## src/rtl/rv_mc_sequencer.sv

```systemverilog
// Multicycle RISC-V sequencer: PC, IR, variable-latency memory handshake with timeout,
// MMIO store routing, writeback selection, breakpoint/single-step and retired counter.
module rv_mc_sequencer #(
  parameter int                   WORD_SIZE = 32,
  parameter logic [WORD_SIZE-1:0] RESET_PC  = '0,
  parameter logic [WORD_SIZE-1:0] MMIO_BASE = WORD_SIZE'(32'h00020000),
  parameter int                   TIMEOUT   = 16,
  parameter int                   CNT_W     = 32
) (
  input  logic                 clk,
  input  logic                 rst,
  input  logic                 start,
  input  logic                 step_mode,
  input  logic                 step,
  input  logic                 break_en,
  input  logic [WORD_SIZE-1:0] break_addr,
  output logic                 mem_req,
  output logic [WORD_SIZE-1:0] mem_addr,
  output logic [1:0]           mem_we,
  output logic [WORD_SIZE-1:0] mem_wdata,
  input  logic                 mem_ack,
  input  logic                 mem_err,
  input  logic [WORD_SIZE-1:0] mem_rdata,
  output logic [WORD_SIZE-1:0] instr,
  input  logic                 decode_error,
  input  logic                 jump,
  input  logic                 jal_or_jalr,
  input  logic                 branch,
  input  logic                 branch_taken,
  input  logic                 mem_to_reg,
  input  logic [1:0]           mem_write_size,
  input  logic [2:0]           reg_load_size,
  input  logic [WORD_SIZE-1:0] imm,
  input  logic [WORD_SIZE-1:0] rv1,
  input  logic [WORD_SIZE-1:0] rv2,
  input  logic [WORD_SIZE-1:0] alu_out,
  output logic [WORD_SIZE-1:0] pc,
  output logic                 reg_we,
  output logic [WORD_SIZE-1:0] reg_wdata,
  output logic                 mmio_we,
  output logic [12:0]          mmio_addr,
  output logic [WORD_SIZE-1:0] mmio_data,
  output logic [3:0]           state,
  output logic [1:0]           err_code,
  output logic [CNT_W-1:0]     retired
);

  typedef enum logic [3:0] {
    S_IDLE       = 4'd0,
    S_FETCH      = 4'd1,
    S_WAIT_FETCH = 4'd2,
    S_EXECUTE    = 4'd3,
    S_MEM        = 4'd4,
    S_WRITEBACK  = 4'd5,
    S_PAUSE      = 4'd6,
    S_HALT       = 4'd7,
    S_ERROR      = 4'd15
  } state_t;

  localparam int WAIT_W = $clog2(TIMEOUT + 1);
  localparam logic [1:0] ERR_DEC = 2'd1;
  localparam logic [1:0] ERR_MEM = 2'd2;
  localparam logic [1:0] ERR_TMO = 2'd3;

  state_t               cur_st, nxt_st;
  logic [WAIT_W-1:0]    wait_cnt;
  logic [WORD_SIZE-1:0] ld_data;
  logic                 resume;
  logic                 trap, timed_out, is_halt, is_store, is_mmio, go_mem;
  logic [WORD_SIZE-1:0] ld_ext, wb_data, pc_next, jalr_tgt, pc_plus4;

  assign state     = cur_st;
  // resume masks the breakpoint for exactly the fetch that follows a step out of PAUSE
  assign trap      = break_en && (pc == break_addr) && !resume;
  assign timed_out = !mem_ack && (wait_cnt == WAIT_W'(TIMEOUT - 1));
  assign is_halt   = (instr[6:0] == 7'h7F);
  assign is_store  = !mem_to_reg && (mem_write_size != 2'd0);
  assign is_mmio   = is_store && (alu_out >= MMIO_BASE);
  assign go_mem    = mem_to_reg || (is_store && !is_mmio);
  assign pc_plus4  = pc + WORD_SIZE'(4);
  assign jalr_tgt  = rv1 + imm;

  always_comb begin
    ld_ext = ld_data;
    case (reg_load_size)
      3'b000:  ld_ext = {{(WORD_SIZE-8){ld_data[7]}}, ld_data[7:0]};
      3'b001:  ld_ext = {{(WORD_SIZE-16){ld_data[15]}}, ld_data[15:0]};
      3'b100:  ld_ext = {{(WORD_SIZE-8){1'b0}}, ld_data[7:0]};
      3'b101:  ld_ext = {{(WORD_SIZE-16){1'b0}}, ld_data[15:0]};
      default: ld_ext = ld_data;
    endcase
  end

  always_comb begin
    wb_data = alu_out;
    if (jump)            wb_data = pc_plus4;
    else if (mem_to_reg) wb_data = ld_ext;

    pc_next = pc_plus4;
    if (jump && jal_or_jalr)          pc_next = pc + imm;
    else if (jump)                    pc_next = {jalr_tgt[WORD_SIZE-1:1], 1'b0};
    else if (branch && branch_taken)  pc_next = pc + imm;
  end

  always_ff @(posedge clk or negedge rst) begin
    if (!rst) cur_st <= S_IDLE;
    else      cur_st <= nxt_st;
  end

  always_comb begin
    nxt_st = cur_st;
    case (cur_st)
      S_IDLE:       if (start) nxt_st = S_FETCH;
      S_FETCH:      nxt_st = trap ? S_PAUSE : S_WAIT_FETCH;
      S_WAIT_FETCH: begin
        if (mem_ack)        nxt_st = mem_err ? S_ERROR : S_EXECUTE;
        else if (timed_out) nxt_st = S_ERROR;
      end
      S_EXECUTE: begin
        if (is_halt)           nxt_st = S_HALT;
        else if (decode_error) nxt_st = S_ERROR;
        else if (go_mem)       nxt_st = S_MEM;
        else                   nxt_st = S_WRITEBACK;
      end
      S_MEM: begin
        if (mem_ack)        nxt_st = mem_err ? S_ERROR : S_WRITEBACK;
        else if (timed_out) nxt_st = S_ERROR;
      end
      S_WRITEBACK:  nxt_st = step_mode ? S_PAUSE : S_FETCH;
      S_PAUSE:      if (step) nxt_st = S_FETCH;
      default:      nxt_st = cur_st;
    endcase
  end

  always_ff @(posedge clk or negedge rst) begin
    if (!rst) begin
      pc        <= RESET_PC;
      instr     <= '0;
      reg_we    <= 1'b0;
      reg_wdata <= '0;
      mmio_we   <= 1'b0;
      mmio_addr <= '0;
      mmio_data <= '0;
      retired   <= '0;
      err_code  <= 2'd0;
      mem_req   <= 1'b0;
      mem_addr  <= '0;
      mem_we    <= 2'd0;
      mem_wdata <= '0;
      ld_data   <= '0;
      wait_cnt  <= '0;
      resume    <= 1'b0;
    end else begin
      reg_we  <= 1'b0;
      mmio_we <= 1'b0;
      case (cur_st)
        S_FETCH: begin
          resume <= 1'b0;
          if (!trap) begin
            mem_req  <= 1'b1;
            mem_addr <= pc;
            mem_we   <= 2'd0;
            wait_cnt <= '0;
          end
        end
        S_WAIT_FETCH, S_MEM: begin
          if (mem_ack) begin
            mem_req <= 1'b0;
            mem_we  <= 2'd0;
            if (mem_err)                 err_code <= ERR_MEM;
            else if (cur_st == S_MEM)    ld_data  <= mem_rdata;
            else                         instr    <= mem_rdata;
          end else if (timed_out) begin
            mem_req  <= 1'b0;
            mem_we   <= 2'd0;
            err_code <= ERR_TMO;
          end else begin
            wait_cnt <= wait_cnt + WAIT_W'(1);
          end
        end
        S_EXECUTE: begin
          if (!is_halt) begin
            if (decode_error) begin
              err_code <= ERR_DEC;
            end else if (go_mem) begin
              mem_req   <= 1'b1;
              mem_addr  <= alu_out;
              mem_we    <= mem_to_reg ? 2'd0 : mem_write_size;
              mem_wdata <= rv2;
              wait_cnt  <= '0;
            end else if (is_mmio) begin
              mmio_we   <= 1'b1;
              mmio_addr <= alu_out[12:0];
              mmio_data <= rv2;
            end
          end
        end
        S_WRITEBACK: begin
          reg_we    <= !is_store && !branch;
          reg_wdata <= wb_data;
          pc        <= pc_next;
          retired   <= retired + CNT_W'(1);
        end
        S_PAUSE: if (step) resume <= 1'b1;
        default: ;
      endcase
    end
  end

endmodule

```

## config.mk

```make
export PLATFORM = sky130hd
export DESIGN_NAME = rv_mc_sequencer
export DESIGN_NICKNAME = d
export VERILOG_FILES = /design/src/rtl/rv_mc_sequencer.sv
export SDC_FILE = /design/constraint.sdc
export NUM_CORES = 1
export LEC_CHECK = 0
export CORE_ASPECT_RATIO = 1.2
export CORE_MARGIN = 3
export CORE_UTILIZATION = 50
export CTS_CLUSTER_SIZE = 28
export DETAILED_ROUTE_END_ITERATION = 7
export DONT_BUFFER_PORTS = 1
export REMOVE_ABC_BUFFERS = 1
export SLEW_MARGIN = 30
export SYNTH_ARGS = -nofsm -noshare
export SYNTH_HDL_FRONTEND = slang
export SYNTH_SLANG_ARGS = --single-unit
```

## constraint.sdc

```tcl
create_clock -name clk -period 4.2 [get_ports clk]
set_input_delay 0.42 -clock clk [delete_from_list [all_inputs] [get_ports clk]]
set_output_delay 0.42 -clock clk [all_outputs]
set_load 0.01 [all_outputs]
```

==> metrics.md <==
| Metric | Value |
|---|---|
| WHS | -432.5 ps |
| FP Rows | 73 |
| GP Congestion | 0.9360 |
| Vias in the first global route | 14370 |
| Relative slew slack | 0.4832 |
| # hold bufs at CTS | 77 |
| Clk buf depth | 3 |
| Worst-margin pin slew | 773.4 ps |
| Post-DP HPWL | 43.58 mm |
| Max-cap violation count | 0 |
| Setup violators final | 0 |
| Die Height | 208.2 um |
| Type of the tightest min-delay check | input port to asynchronous set/reset pin |
| Synth Flop Type | dfrtp_1 |
| CP startpoint | pc[8] |
| PnR Total Power | 6.732 mW |
| Final Hold Fails | 286 |
| Via density | 6.043 |
| Overflow left after global routing | 0 |
| Unrepaired setup endpoints after global routing | false |
| Async set-or-reset flop fraction in the synthesized netlist | 1.000 |
| CP required | 4670 ps |
| Routed Antenna Nets | 0 |
| Max FO, Critical Path | 8 |
| Port buffer count | 0 |
| Number of library cell types mapped by synthesis | 83 |
| EDFF count, synth | 0 |
| Number of DRC markers in iteration 0 | 872 |
| Path depth of the worst reg2reg path | 10 |
| Violated checks | hold timing |
| GRT Total Usage | 0.3069 |
| Syn Area/Cell | 9.271 um2 |
| Starting Density | 0.5108 |
| CP dominant cell by count | a221oi_2 |
| Crit path kind | flip-flop to flip-flop |
| CTS tree | yes |
| Die Wd | 174.5 um |
| Slowest CP cell | dfrtp_1 |
| Max Slew Vio Count | 0 |
| Clock Tree Root | clkbuf_16 |
| Crit path largest cell delay | 630 ps |
| PD cells | 350.7 mW/mm2 |
| Kind of cell adding the most delay to the critical path | compound AO/OA/AOI/OAI gates |
| Core area | 0.03334 mm2 |
| Total CTS buffers | 29 |
| Post-Route WL | 57.66 mm |
| Mapped cell area | 0.01703 mm2 |
| P&R area growth vs syn | 12.71% |
| Fin nets | 2144 |
| Leakage | 8.893 nW |
| Worst skew pair latency | 560 ps |
| Largest net degree at the start of global routing | 287 |
| Worst Path Arrival | 3780 ps |
| H-tree level count | 1 |
| Worst setup margin | 895.5 ps |
| Levels on crit path | 10 |
| F_max | 302.6 MHz |
| RR Endpoint | pc[31] |
| Global-route wire length before repair | 87.35 mm |
| Maximum VDD drop | 0.0002533 V |
| Worst R2R Setup Slack | 900 ps |
| Drc violations | 0 |
| Clk pin slew, worst setup/hold paths | 70 ps |
| Postcts setup bufs | 0 |
| Fillers | 2927 |
| Routed length per placed instance | 24.64 um |
| Utilization after layout | 0.5758 |
| Mapped Cells | 1837 |
| Post-layout min period | 3304 ps |
| Sequential fraction of the synthesis area | 0.4202 |
| CTS sink cnt | 286 |
| Die Area | 0.03632 mm2 |
| I/O pins | 459 |
| Worst-path cell chain | ha_1 > a21oi_1 > o21ai_0 > a221oi_2 > o41ai_2 > a211oi_2 > o211ai_2 > xor2_2 > and2_2 > a221oi_2 |
| Fin crit share | 0.7868 |
| DRT Pass-1 Iters | 5 |
| Crit start category | flip-flop |
| Initial antenna violation count | 2 |
| Buf+Inv Stages, Crit Path | 0 |
| Synthesis Warnings | 0 |
| DR vias | 14140 |
| Status | complete, but fails checks |
| Layout cell share with drive strength beyond 1 | 0.1011 |
| Pre-CTS setup slack | 905.0 ps |
| Clock skew | 21.58 ps |
| Crit end category | flip-flop |
| Post-CTS resize count | 0 |
| Reg2Reg Launch Point | pc[8] |
| Post-synthesis register bit count | 286 |
cells by family after synthesis:
family	share of synthesized area
AOI/OAI and AO/OA	0.1613
xor gates and xnor gates	0.07296
adders and majority gates	0.05011
buffers and inverters	0.03365
DFF	0.4202
muxes	0.09096
and+or+nand+nor	0.1707
power breakdown:
part           total, mW  switching [mW]  internal (mW)  leakage (nW)
combinational       1.02           0.587          0.436          4.63
clock               2.86            1.14           1.72         0.515
sequential          2.85          0.0697           2.78          3.74
how the worst max path moves through the flow:
stage | endpoint | slack [ps]
after floorplan | mmio_addr[0] | -160
after global placement | pc[26] | 1010
after detailed placement | pc[26] | 900
after CTS | pc[31] | 900
after global routing | pc[30] | 670
final | pc[31] | 900
area by class of cell:
type | count | area (um2) | share of cell area
diodes | 1 | 2.502 | 0.0001304
clock buffers | 35 | 788.3 | 0.04107
clock inverters | 19 | 275.3 | 0.01434
inverters | 26 | 97.59 | 0.005084
multi-input cells | 1418 | 9330 | 0.4861
flip-flops and latches | 286 | 7157 | 0.3729
well taps | 450 | 563.0 | 0.02933
repair buffers | 105 | 980.9 | 0.05110
synthesized netlist by cell type, drive strengths merged (16+ instances only):
master	instances	share of area
buf	37	0.012
a22o	16	0.0082
dfrtp	286	0.42
xor2	48	0.025
xnor2	93	0.048
a31oi	20	0.0077
o21ai	137	0.041
inv	25	0.0055
a21oi	121	0.036
nand4	37	0.014
and3	17	0.0062
mux2	102	0.067
nor3	50	0.015
nand3	35	0.011
a21o	26	0.011
clkbuf	70	0.016
mux2i	40	0.024
nor2	122	0.027
a221oi	22	0.012
nand2	304	0.067
o21a	16	0.0071
ha	65	0.048
sequential cells by signal (all words and copies together) (netlist names):
name	cells
wait_cnt	5
mem_wdata	32
resume	1
mmio_addr	13
instr	32
reg_we	1
reg_wdata	32
mmio_we	1
mmio_data	32
pc	32
mem_req	1
mem_addr	32
state	4
retired	32
err_code	2
mem_we	2
ld_data	32
layer usage:
| metal | GRT usage | wire length, um |
|---|---|---|
| met1 | 0.3613 | 21860 |
| met5 | 0 | 0 |
| met4 | 0.1410 | 2992 |
| met2 | 0.5280 | 27910 |
| met3 | 0.07521 | 4905 |
cells in the final DEF, fill, tap and decap left out, types with 28 or more instances in the layout:
cell type,instances
xnor2_1,93
dlygate4sd3_1,77
xor2_1,47
clkbuf_16,29
a21oi_1,120
nand3_1,33
dfrtp_1,286
buf_4,28
ha_1,65
nor3_1,49
mux2i_1,40
nand2_1,302
mux2_2,72
o21ai_1,36
nand4_1,36
o21ai_0,99
mux2_1,30
nor2_1,122
metrics by stage:
stage                     std cells  setup TNS [ps]  instance area (um2)
after CTS                      2339               0                19180
after global routing           2339               0                19190
after detailed placement       2208               0                17350
after floorplan                1730           -7460                16550
after global placement         2208               0                17350
final                          2340               0                19190
No activity file was read; power rests on OpenSTA's default activity.
